`src/rtl/regfile16_pkg.sv`:
```
// Shared constants for the 16-entry register file with pending-destination
// (busy) tracking.
package regfile16_pkg;

  localparam int BIT_WIDTH = 8;
  localparam int REG_COUNT = 16;
  localparam int REG_SEL_W = 4;

endpackage

```
`src/rtl/regfile16_mux16.sv`:
```
// 16:1 selector of W-bit words. The register file uses it for read data and
// for per-port busy lookup.
module regfile16_mux16
  import regfile16_pkg::*;
#(
  parameter int W = BIT_WIDTH
) (
  input  logic [REG_COUNT-1:0][W-1:0] din,
  input  logic [REG_SEL_W-1:0]        sel,
  output logic [W-1:0]                dout
);

  assign dout = din[sel];

endmodule

```
`src/rtl/regfile16.sv`:
```
// Register file: 16 registers, two combinational read ports with write-back
// bypass, one write-back port and a reservation port that marks registers pending.
module regfile16
  import regfile16_pkg::*;
#(
  parameter int n = BIT_WIDTH
) (
  input  logic                 clk,
  input  logic                 rst_n,
  input  logic [REG_SEL_W-1:0] rd_sel_a,
  output logic [n-1:0]         rd_data_a,
  output logic                 rd_valid_a,
  input  logic [REG_SEL_W-1:0] rd_sel_b,
  output logic [n-1:0]         rd_data_b,
  output logic                 rd_valid_b,
  input  logic                 wr_en,
  input  logic [REG_SEL_W-1:0] wr_sel,
  input  logic [n-1:0]         wr_data,
  input  logic                 rsv_en,
  input  logic [REG_SEL_W-1:0] rsv_sel,
  output logic                 rsv_ready,
  output logic [REG_COUNT-1:0] busy
);

  // Reservation handshake: rsv_en is the request, rsv_ready the acceptance.
  // A reservation takes effect only on a rising edge where both are high;
  // rsv_ready never depends on rsv_en.

  logic [REG_COUNT-1:0][n-1:0] regs_q, regs_d;
  logic [REG_COUNT-1:0]        busy_q, busy_d;
  logic [REG_COUNT-1:0][0:0]   busy_arr;
  logic [n-1:0]                mux_data_a, mux_data_b;
  logic [0:0]                  mux_busy_a, mux_busy_b;
  logic                        wr_hit_a, wr_hit_b;

  assign busy_arr = busy_q;
  assign busy     = busy_q;

  assign rsv_ready = !busy_q[rsv_sel] || (wr_en && (wr_sel == rsv_sel));

  // Write clears busy first so a same-index reservation wins.
  always_comb begin
    regs_d = regs_q;
    busy_d = busy_q;
    if (wr_en) begin
      regs_d[wr_sel] = wr_data;
      busy_d[wr_sel] = 1'b0;
    end
    if (rsv_en && rsv_ready) begin
      busy_d[rsv_sel] = 1'b1;
    end
  end

  always_ff @(posedge clk or negedge rst_n) begin
    if (!rst_n) begin
      regs_q <= '0;
      busy_q <= '0;
    end else begin
      regs_q <= regs_d;
      busy_q <= busy_d;
    end
  end

  regfile16_mux16 #(.W(n)) u_mux_data_a (.din(regs_q),   .sel(rd_sel_a), .dout(mux_data_a));
  regfile16_mux16 #(.W(n)) u_mux_data_b (.din(regs_q),   .sel(rd_sel_b), .dout(mux_data_b));
  regfile16_mux16 #(.W(1)) u_mux_busy_a (.din(busy_arr), .sel(rd_sel_a), .dout(mux_busy_a));
  regfile16_mux16 #(.W(1)) u_mux_busy_b (.din(busy_arr), .sel(rd_sel_b), .dout(mux_busy_b));

  // Bypass sits after the muxes: in-flight write data is always final.
  assign wr_hit_a = wr_en && (wr_sel == rd_sel_a);
  assign wr_hit_b = wr_en && (wr_sel == rd_sel_b);

  assign rd_data_a  = wr_hit_a ? wr_data : mux_data_a;
  assign rd_valid_a = wr_hit_a | ~mux_busy_a[0];
  assign rd_data_b  = wr_hit_b ? wr_data : mux_data_b;
  assign rd_valid_b = wr_hit_b | ~mux_busy_b[0];

endmodule
```
`config.mk`:
```
export PLATFORM = sky130hd
export DESIGN_NAME = regfile16
export DESIGN_NICKNAME = d
export VERILOG_FILES = /design/src/rtl/regfile16_pkg.sv /design/src/rtl/regfile16_mux16.sv /design/src/rtl/regfile16.sv
export SDC_FILE = /design/constraint.sdc
export NUM_CORES = 1
export LEC_CHECK = 0
export BUFFER_PORTS_ARGS = -buffer_cell sky130_fd_sc_hd__buf_2
export CAP_MARGIN = 20
export CORE_MARGIN = 3
export CORE_UTILIZATION = 61
export DETAILED_ROUTE_END_ITERATION = 16
export PLACE_DENSITY = 0.8
export SYNTH_ARGS = -nofsm -noshare
export SYNTH_HDL_FRONTEND = slang
export SYNTH_SLANG_ARGS = --single-unit
```
`constraint.sdc`:
```
create_clock -name clk -period 2.05 [get_ports clk]
set_input_delay 0.205 -clock clk [delete_from_list [all_inputs] [get_ports clk]]
set_output_delay 0.205 -clock clk [all_outputs]
set_load 0.005 [all_outputs]
```
Word level (Yosys, flattened, before mapping)
Index checks and enable logic that the tools add are counted.

storage, ports and cells
  register bits after elaboration = 144
  bits in latches = 0
  RAM bits = 0
  bits in read-only memories = 0
  output and inout port bits = 35
  word-level logic and storage cells = 62
  memories kept = 0

operators by class
  $add $sub $neg = 0
  $mul = 0
  divide/modulo/power cells = 0
  order comparisons = 6
  eq/ne operators = 3
  shift operators = 0
  muxes and demuxes = 21
  bitwise gates (word level) = 7
  reduce and logical (&&, ||, !) cells = 8

operators by type and width
  cell                                                                                 count
  128-bit bitwise mux                                                                  1
  8-bit binary-select mux with 4-bit select                                            2
  8-bit two-way mux                                                                    5
  8-bit demux with 4-bit select                                                        1
  16-bit two-way mux                                                                   2
  4-bit by 5-bit < comparator with 1-bit output, second input constant                 4
  16-bit AND                                                                           1
  16-bit inverter                                                                      1
  16-bit OR                                                                            1
  1-bit binary-select mux with 4-bit select                                            3
  4-bit equality test                                                                  3
  1-bit demux with 4-bit select                                                        2
  4-bit by 1-bit greater-or-equal comparator with 1-bit output, second input constant  2
  1-bit logical AND                                                                    6
  1-bit two-way mux                                                                    5
  1-bit inverter                                                                       2
  1-bit OR                                                                             2
  1-bit zero test                                                                      1
  1-bit logical OR                                                                     1

Logic depth before layout (Yosys ltp)
Gate-level depths: netlist (run 1).

  word-level depth = 9
  mapped depth = 7
  depth with buffers taken out = 4

By module
From an unflattened synthesis (run 1), not the netlist that was laid out.

second synthesis, totals
  cell total of the unflattened synthesis = 579
  area, all modules = 8465.6 µm²

modules (own cells, without submodules)
  module                              times used  cells an instance  area each (µm²)
  regfile16                           1           425                6128.4
  regfile16_mux16 (u_mux_data_a ...)  2           70                 1033.5
  regfile16_mux16 (u_mux_busy_a ...)  2           7                  135.1

Worst setup path after synthesis (run 1)
Ideal clock, no wire load.

  path type = input to output
  start = input port rd_sel_a[0]
  end = output port rd_data_a[1]
  arrival time = 1.500 ns
  data required time = 1.845 ns
  slack = 0.345 ns
  stages on the path = 6
  buffers on the path = 2
  cell sequence = buf_6 -> buf_6 -> mux4_1 -> mux2i_1 -> mux2i_1 -> mux2_2

between the ends
  cells in the longest elaborated chain, start to end = 3
  elaborated cells between the ends (all ways) = 5
  those cells by class = eq/ne: 1; mux: 3; reduce/logical: 1

ends and longest elaborated chain
  item                                                                                     line                                    RTL
  from (decl)                                                                              regfile16.sv:10                         input logic [REG_SEL_W-1:0] rd_sel_a,
  8-bit binary-select mux with 4-bit select / 4-bit equality test (equally long branches)  regfile16_mux16.sv:13, regfile16.sv:70
  8-bit two-way mux (implied by the code) / 1-bit logical AND (equally long branches)      regfile16_mux16.sv:13, regfile16.sv:70
  8-bit two-way mux (*)                                                                    regfile16.sv:73                         assign rd_data_a = wr_hit_a ? wr_data : mux_data_a;
  to (decl)                                                                                regfile16.sv:11                         output logic [n-1:0] rd_data_a,

Mark *: on every way between the ends. The rest lies on a longest branch, timed or not. The select of a mux whose other input is x is not followed.

Final worst setup path (run 1)
  start = register regs_q[125] (netlist bit)
  end = output port rd_data_a[5]

between the ends
  cells in the longest elaborated chain, start to end = 3

ends and longest elaborated chain
  item                                       line                   RTL
  from (decl)                                regfile16.sv:29        logic [REG_COUNT-1:0][n-1:0] regs_q, regs_d;
  from (signal assigned)                     regfile16.sv:59        regs_q <= regs_d;
  8-bit binary-select mux with 4-bit select  regfile16_mux16.sv:13  assign dout = din[sel];
  8-bit two-way mux (implied by the code)    regfile16_mux16.sv:13
  8-bit two-way mux                          regfile16.sv:73

No other way between the ends. The select of a mux whose other input is x is not followed.

==> results of run 1 <==
[state kept, by name, indices dropped and copies added (netlist names)]
name / cells
busy: 16
regs_q: 128
[per-layer routing]
layer	GRT usage, %	routed length (µm)	vias to the layer above
li1	-	-	2392
met1	39.8	8870	3134
met2	50.1	11700	323
met3	8.93	1950	77
met4	13.0	851	0
met5	0	0	-
[power by group through the flow]
stage | clock (W) | combinational (W) | sequential [W]
after floorplan | 0 | 0.00183 | 0.00391
after global placement | 0 | 0.00242 | 0.00408
after detailed placement | 0 | 0.00252 | 0.00417
after CTS | 0.00296 | 0.00288 | 0.00415
after global routing | 0.00309 | 0.00314 | 0.00426
final | 0.00294 | 0.00295 | 0.00421
[cells by family after synthesis]
family | after synthesis | synth area share [%]
AO/OA/AOI/OAI | 31 | 2.20
flip-flops | 144 | 42.3
XOR/XNOR | 12 | 1.23
multiplexers | 271 | 47.6
AND/OR/NAND/NOR | 46 | 3.46
buffers and inverters | 48 | 3.20
[worst reg2reg max path: stages (launching register included)]
cell     delay (ns)
dfrtp_2        0.45
mux4_2         0.51
a211o_1        0.34
o21ai_0        0.21
[cells in the mapped netlist (2+ instances only)]
cell type  number
a211oi_1        2
mux2i_1        50
inv_1           6
clkbuf_4        2
clkbuf_1       15
nand2_1        13
xor2_1          6
dfrtp_1       144
o21ai_0        19
nand3b_1        2
nor2b_1         4
nand4_1         2
o22ai_1         4
buf_6           8
nand3_1         4
nor2_1          2
buf_2          14
a211o_1         6
mux4_2         22
nor4_4          2
xnor2_1         6
mux4_1         55
mux2_2        144
nor2_2          8
buf_4           2
nand2b_1        4
[through the flow]
stage          worst slack [ns]  hold WS [ns]
2_1_floorplan             0.345       -0.0906
5_1_grt                  -0.310         0.192
6_report                 -0.256         0.182
3_3_place_gp           -0.00544        0.0914
4_1_cts                  -0.244         0.166
3_5_place_dp            -0.0584        0.0960
[cells in the final DEF (no fill, tap or decap), types with 3 or more instances in the layout]
| cell type | count |
|---|---|
| nand3_1 | 4 |
| nand2_1 | 13 |
| buf_12 | 7 |
| xor2_1 | 6 |
| mux4_2 | 63 |
| dfrtp_1 | 136 |
| clkinv_2 | 3 |
| clkinvlp_4 | 3 |
| nand2b_1 | 4 |
| mux4_1 | 14 |
| buf_4 | 70 |
| mux2_2 | 135 |
| o21ai_0 | 18 |
| nor2_2 | 8 |
| o22ai_1 | 4 |
| mux2_4 | 9 |
| inv_1 | 6 |
| xnor2_1 | 6 |
| nor2b_1 | 3 |
| a211o_1 | 6 |
| clkbuf_16 | 17 |
| dfrtp_2 | 8 |
| mux2i_1 | 48 |
| buf_2 | 51 |
| clkinv_4 | 3 |
| buf_6 | 14 |
[layout make-up]
cell class	count	area, µm²
multi-input cells	360	4560
flip-flops and latches	144	3610
fillers	855	3390
repair buffers	143	1090
clock buffers	20	447
well taps	176	220
clock inverters	12	111
inverters	6	22.5
[path summary, 6_finish.rpt]
check | startpoint | end | slack, ns | cells after the start
setup / recovery | regs_q[125] | rd_data_a[5] | -0.26 | 5
hold / removal | rsv_en | busy[15] | 0.18 | 3
setup reg to reg | busy[3] | busy[0] | 0.45 | 3
hold reg to reg | regs_q[110] | regs_q[110] | 0.53 | 1
max in group asynchronous | rst_n | busy[11] | 1.09 | 3
min in group asynchronous | rst_n | regs_q[0] | 0.22 | 2
[timing repair]
action | in CTS | in global routing
pin swaps | 4 | 4
endpoints found under the setup margin | 19 | 19
gates resized for setup | 63 | 15
buffers inserted | 22 | 5
endpoints found under the hold margin | 40 | 0
hold buffers | 1 | 0
==> flow_summary_export.csv, run 1 <==
group,metric,value,unit
drt,drc,0,
synthesis,ys_seq_area_share,42.3,%
placement,io_buffer_count,62,
grt,grt_usage,31.1,%
synthesis,yosysUniqueCellTypes,32,
finish,final_core_util,74.8,%
timing,rsz0062_at_grt,"yes",
drt,wl_per_cell,27.2,µm
cts,clk_pin_slew,0.06,ns
power_and_ir_drop,clock_power_share,29.1,%
cts,clock_sinks,144,
placement,gp_congestion,0.942,
power_and_ir_drop,p_int,0.00711,W
drt,routed_wl,23.4,mm
setup_path,cp_slowest_cell,"mux4_2",
synthesis,syn_area_per_cell,15.4,µm²
status,status,"finished, violations left",
timing,period_needed,2.31,ns
finish,drive_gt1_share,59.0,%
cts,cts_buffer_depth,2,
drt,ant_nets,0,
synthesis,yosysWarnings,0,
cts,clk_latency,0.43,ns
synthesis,synth-edff-count,0,
grt,grt_pass1_vias,6306,
power_and_ir_drop,finalPower,0.0101,W
setup_path,worstPathRequired,1.85,ns
power_and_ir_drop,p_seq_share,41.7,%
synthesis,synth_seq_cells,144,
setup_path,start_kind,"flip-flop",
setup_path,path_class,"flip-flop to output pin",
synthesis,netlist_instances,552,
synthesis,synth_fp_nets,580,
cts,cts_buffers,17,
setup_path,critPathMaxFanout,3,
drt,drt_iter0_drc,545,
power_and_ir_drop,switchingPower,0.00297,W
timing,max_freq,434,MHz
floorplanning,dieArea,15400,µm²
cts,cts-root-buf,"clkbuf_16",
placement,placed_area,9310,µm²
timing,finalSetupTns,-3.31,ns
setup_path,path_cells,"mux4_2, mux2i_2, mux2i_1, mux2_4, buf_6",
finish,finalNonFillerCells,861,
timing,worst_slew_pin_slew,0.786,ns
status,violations,"negative setup slack",
floorplanning,die_h,124,µm
floorplanning,core_area,13500,µm²
synthesis,synth_area,8530,µm²
timing,finalHoldViolations,0,
finish,nNetsFinal,700,
timing,fin_worst_skew,0.00476,ns
floorplanning,ioPinCount,63,
floorplanning,initial_core_util,63.4,%
floorplanning,row_count,42,
setup_path,worst_path_largest_cell_delay,0.49,ns
setup_path,critical-path-top-delay-family,"multiplexers",
placement,post-dp-hpwl,15.8,mm
setup_path,cp_num_buf_inv,1,
grt,grt_antenna_before_repair,0,
drt,vias,5926,
finish,post-route-cell-area,10100,µm²
grt,grt_max_degree,73,
synthesis,synth_top_cell_by_area,"dfrtp_1",
power_and_ir_drop,p_comb_share,29.2,%
timing,slew_headroom,47.6,%
hold_path,min_path_type,"primary input to flip-flop",
power_and_ir_drop,p_leak,4.44,nW
power_and_ir_drop,cellPowerDensity,1000,nW/µm²
setup_path,cp_data_arrival_time,2.10,ns
timing,setup_viol,19,
grt,grt_pass1_wl,36.5,mm
finish,synthToLayoutAreaGrowth,18.0,%
power_and_ir_drop,p_sw_share,29.5,%
synthesis,async_reset_ff_share,100,%
cts,cts_tree,"built",
job,max-cap-violations,0,
timing,drv_slew,0,
synthesis,ys.flop_type,"dfrtp_1",
timing,finalCritPeriodShare,112,%
synthesis,synthTopCellsByArea,"dfrtp_1 42%, mux2_2 19%, mux4_1 17%, mux2i_1 5.9%, mux4_2 5.8%",
power_and_ir_drop,vdd_ir_drop_max,0.582,mV
timing,layout_setup_ws,-0.256,ns
grt,overflow,0,
cts,cts_htree_levels,4,
synthesis,synth_top_area_share,42.3,%
placement,place_inst,802,
floorplanning,die_width,124,µm
drt,drtPass1Iterations,5,
drt,via_per_inst,6.88,
finish,n_antenna_cell,0,
setup_path,end_kind,"output pin",
Note: power is estimated with default switching activity, not from simulation.
==> inputs of run 2 (changes only) <==
CORE_MARGIN = 5   (was 3)
REMOVE_ABC_BUFFERS = 1   (was default)
==> flow_summary_export.csv, run 2 (same netlist as run 1, synthesis figures left out) <==
group,metric,value,unit
grt,grt_pass1_vias,6092,
floorplanning,die_h,128,µm
setup_path,path_class,"flip-flop to output pin",
cts,cts_tree,"built",
placement,place_ws,-0.0782,ns
floorplanning,die_width,128,µm
floorplanning,row_count,43,
power_and_ir_drop,vdd_ir_drop_max,0.722,mV
drt,routed_wl,22.9,mm
timing,finalHoldViolations,0,
timing,finalSetupTns,-2.76,ns
placement,gp_congestion,0.980,
status,violations,"negative setup slack",
timing,slew_headroom,52.5,%
cts,clk_latency,0.42,ns
finish,final_common_cell,"dfrtp_1",
finish,nNetsFinal,685,
power_and_ir_drop,finalPower,0.0103,W
floorplanning,dieArea,16400,µm²
placement,placed_area,9260,µm²
grt,grt_max_degree,57,
job,max-cap-violations,0,
setup_path,path_cells,"mux4_1, mux2i_1, mux2i_2, mux2_4, buf_6",
hold_path,min_path_type,"primary input to flip-flop",
power_and_ir_drop,cellPowerDensity,1020,nW/µm²
drt,drt_iter0_drc,631,
cts,cts_buffers,17,
timing,period_needed,2.28,ns
drt,via_per_inst,6.76,
cts,clk_pin_slew,0.06,ns
floorplanning,initial_core_util,61.9,%
drt,drtPass1Iterations,5,
grt,grt_antenna_before_repair,0,
timing,fin_worst_skew,0.00263,ns
setup_path,r2r_cells,4,
finish,post-route-cell-area,10100,µm²
timing,setup_viol,19,
cts,clock_sinks,144,
setup_path,end_kind,"output pin",
finish,registers.top_by_ff_count,"regs_q",
power_and_ir_drop,p_leak,4.43,nW
setup_path,worstPathRequired,1.85,ns
hold_path,whs_path_depth,3,
placement,place_inst,796,
cts,cts-root-buf,"clkbuf_16",
status,status,"finished, violations left",
timing,layout_setup_ws,-0.230,ns
grt,grt_usage,29.2,%
setup_path,worst_path_largest_cell_delay,0.51,ns
drt,vias,5747,
timing,drv_slew,0,
timing,worst_slew_pin_slew,0.712,ns
drt,drc,0,
setup_path,cp_data_arrival_time,2.08,ns
setup_path,cp_slowest_cell,"mux4_1",
timing,rsz0062_at_grt,"yes",
finish,drive_gt1_share,57.3,%
finish,n_antenna_cell,0,
setup_path,start_kind,"flip-flop",
floorplanning,core_area,13800,µm²
placement,post-dp-hpwl,15.0,mm
setup_path,reg2reg_setup_slack,0.37,ns
drt,wl_per_cell,27.0,µm
finish,synthToLayoutAreaGrowth,17.9,%
timing,max_freq,439,MHz
setup_path,critPathMaxFanout,3,
finish,largest_reg_flops,128,
grt,overflow,0,
cts,cts_buffer_depth,2,
drt,ant_nets,0,
floorplanning,ioPinCount,63,
placement,io_buffer_count,62,
cts,cts_htree_levels,4,
grt,grt_pass1_wl,35.8,mm
finish,layout_common_cells,"144 x dfrtp_1, 133 x mux2_2, 62 x mux4_2, 56 x buf_4, 50 x buf_2",
finish,finalNonFillerCells,850,
timing,finalCritPeriodShare,111,%
[run 2: worst max-delay path, delay by kind of cell, from the launching register on]
kind | cells | cell delay, ns
flops | 1 | 0.39
buf+inv | 1 | 0.12
mux | 4 | 1.15
[run 2: final cells by class]
class                           count  area, µm²
Inverter                            6       22.5
Timing Repair Buffer              128        996
Tap cell                          180        225
Sequential cell                   144       3600
Clock buffer                       22        484
Clock inverter                     10        133
Fill cell                         906       3720
Multi-Input combinational cell    360       4590
[run 2: repair_timing]
action	CTS	global route
buffers inserted	14	7
hold endpoints to repair	39	0
pin swaps	2	0
hold buffers	1	0
gates resized for setup	53	20
endpoints found under the setup margin	19	19
[run 2: report_power, final]
group	leakage (nW)	total, W	switching [W]	internal (W)
combinational	2.37	0.00298	0.00111	0.00187
sequential	1.77	0.00413	0.000589	0.00354
clock	0.298	0.00318	0.00115	0.00203
total	4.43	0.0103	0.00285	0.00744
[run 2: final timing paths]
path / startpoint / end
setup / recovery: regs_q[30] / rd_data_b[6]
hold / removal: rsv_en / busy[2]
setup reg to reg: busy[11] / busy[9]
hold reg to reg: regs_q[85] / regs_q[85]
max in group asynchronous: rst_n / regs_q[34]
min in group asynchronous: rst_n / regs_q[116]
[run 2: per-stage QoR]
step	hold WS, ns	util [%]
5_1_grt	0.211	73.0
6_report	0.208	73.0
2_1_floorplan	-0.0906	-
4_1_cts	0.187	72.2
3_5_place_dp	0.140	67.2
3_3_place_gp	0.136	67.2
[run 2: layer usage]
layer / track usage, % / routed length [µm] / up-vias
met2: 46.3 / 11200 / 304
li1: - / - / 2362
met1: 39.0 / 9280 / 3015
met4: 11.1 / 733 / 0
met3: 7.54 / 1740 / 66
met5: 0 / 0 / -
==> inputs of run 3 (changes only) <==
clock period = 2.11 ns   (was 2.05 ns; I/O delays follow)
==> flow_summary_export.csv, run 3 (same netlist as run 1, synthesis figures left out) <==
group,metric,value,unit
timing,finalCritPeriodShare,108,%
setup_path,cp_num_buf_inv,1,
cts,clk_latency,0.42,ns
power_and_ir_drop,cellPowerDensity,1000,nW/µm²
drt,wl_per_cell,27.4,µm
power_and_ir_drop,p_leak,4.43,nW
drt,wl_met3,1.89,mm
timing,fin_worst_skew,0.00276,ns
grt,grt_antenna_before_repair,0,
timing,finalHoldViolations,0,
setup_path,start_kind,"flip-flop",
finish,layout_common_cells,"141 x dfrtp_1, 131 x mux2_2, 67 x mux4_2, 56 x buf_4, 48 x buf_2",
timing,rsz0062_at_grt,"yes",
floorplanning,ioPinCount,63,
finish,nNetsFinal,689,
timing,period_needed,2.28,ns
grt,grt_max_degree,78,
setup_path,cp_slowest_cell,"mux4_2",
grt,grt_pass1_vias,6178,
setup_path,cp.depth,5,
grt,grt_pass1_wl,36.2,mm
power_and_ir_drop,finalPower,0.0101,W
drt,vias,5861,
floorplanning,dieArea,16400,µm²
floorplanning,die_width,128,µm
finish,drive_gt1_share,59.5,%
setup_path,critical-path-top-delay-family,"multiplexers",
cts,cts_tree,"built",
finish,final_common_cell,"dfrtp_1",
cts,cts_buffers,17,
cts,cts_htree_levels,4,
setup_path,cp_common_cell,"mux2i_2",
finish,synthToLayoutAreaGrowth,18.9,%
setup_path,r2r_cells,4,
timing,max_freq,439,MHz
drt,wl_met2,11.3,mm
drt,met1Wirelength,9.33,mm
finish,fill_cells,883,
cts,clock_sinks,144,
setup_path,r2r_start,"busy[0]",
setup_path,r2r-end,"busy[0]",
floorplanning,core_area,13800,µm²
floorplanning,die_h,128,µm
timing,worst_slew_pin_slew,0.701,ns
setup_path,path_class,"flip-flop to output pin",
cts,cts-root-buf,"clkbuf_16",
placement,post-dp-hpwl,15.2,mm
drt,ant_nets,0,
timing,slew_headroom,53.3,%
setup_path,worst_path_largest_cell_delay,0.51,ns
drt,top_layer,"met4",
timing,setup_viol,19,
placement,io_buffer_count,62,
setup_path,worstPathRequired,1.90,ns
grt,grt_usage,29.6,%
timing,drv_slew,0,
drt,drt_iter0_drc,533,
status,status,"finished, violations left",
floorplanning,initial_core_util,61.9,%
timing,finalSetupTns,-1.92,ns
finish,registers.top_by_ff_count,"regs_q",
power_and_ir_drop,vdd_ir_drop_max,0.831,mV
placement,gp_congestion,0.997,
setup_path,cp_data_arrival_time,2.07,ns
hold_path,min_path_type,"primary input to asynchronous set/reset pin",
setup_path,reg2reg_setup_slack,0.40,ns
drt,routed_wl,23.4,mm
setup_path,end_kind,"output pin",
finish,n_antenna_cell,0,
drt,drtPass1Iterations,5,
timing,worst_hold_slack,0.191,ns
status,violations,"negative setup slack",
cts,clk_pin_slew,0.06,ns
job,max-cap-violations,0,
cts,cts_buffer_depth,2,
floorplanning,row_count,43,
setup_path,path_cells,"mux4_2, mux2i_2, mux2i_2, mux2_4, buf_6",
drt,via_per_inst,6.86,
drt,drc,0,
finish,largest_reg_flops,128,
grt,overflow,0,
setup_path,critPathMaxFanout,3,
timing,layout_setup_ws,-0.169,ns
## run 3: cell types whose count changed in the layout (fill, tap and decap cells not counted), moves of 4 or more
cell      change
mux4_2        +5
mux2i_2       +5
buf_12        +4
clkinv_4      +4
mux2i_1       -4
mux4_1        -5
## run 3: layout make-up
| type | instances | area [µm²] | area share [%] |
|---|---|---|---|
| Sequential cell | 144 | 3610 | 35.6 |
| Clock inverter | 13 | 163 | 1.60 |
| Multi-Input combinational cell | 360 | 4580 | 45.2 |
| Timing Repair Buffer | 132 | 1090 | 10.7 |
| Tap cell | 180 | 225 | 2.22 |
| Inverter | 6 | 22.5 | 0.222 |
| Clock buffer | 19 | 453 | 4.47 |
## run 3: what timing repair did
item | in CTS | in global routing
setup buffers | 23 | 6
pin swaps | 2 | 3
hold buffers | 1 | 0
hold endpoints to repair | 144 | 0
endpoints found under the setup margin | 19 | 19
gates resized for setup | 61 | 27
## run 3: per-layer routing
layer,vias up,track usage (%)
li1,2360,-
met1,3075,39.6
met2,351,47.3
met3,75,6.83
met4,0,12.0
met5,-,0
## run 3: through the flow
step | utilization (%) | area [µm²] | setup slack, ns | instances
after floorplan | - | 8280 | 0.475 | 510
final | 73.6 | 10100 | -0.169 | 854
after CTS | 72.8 | 10000 | -0.172 | 848
after global routing | 73.6 | 10100 | -0.227 | 854
after global placement | 67.4 | 9280 | 0.000629 | 792
after detailed placement | 67.4 | 9280 | -0.0605 | 792
## run 3: worst max-delay path by stage
stage / startpoint / endpoint / slack (ns)
final: regs_q[94] / rd_data_b[6] / -0.17
after global routing: regs_q[94] / rd_data_b[6] / -0.23
after CTS: regs_q[126] / rd_data_b[6] / -0.17
after detailed placement: rd_sel_b[0] / rd_data_b[6] / -0.06
after global placement: rd_sel_b[0] / rd_valid_b / 0.0006
after floorplan: busy[7] / rsv_ready / 0.48
## run 3: worst reg2reg max path, cell delays in order (launching register included)
cell and delay, ns:
dfrtp_2 0.44, mux4_2 0.48, buf_4 0.15, a211o_1 0.30, o21ai_0 0.23
## run 3: power breakdown
part / leakage (nW) / total [W] / internal [W] / switching, W
clock network: 0.295 / 0.00309 / 0.00192 / 0.00117
registers: 1.76 / 0.00401 / 0.00344 / 0.000575
logic: 2.38 / 0.00304 / 0.00190 / 0.00114
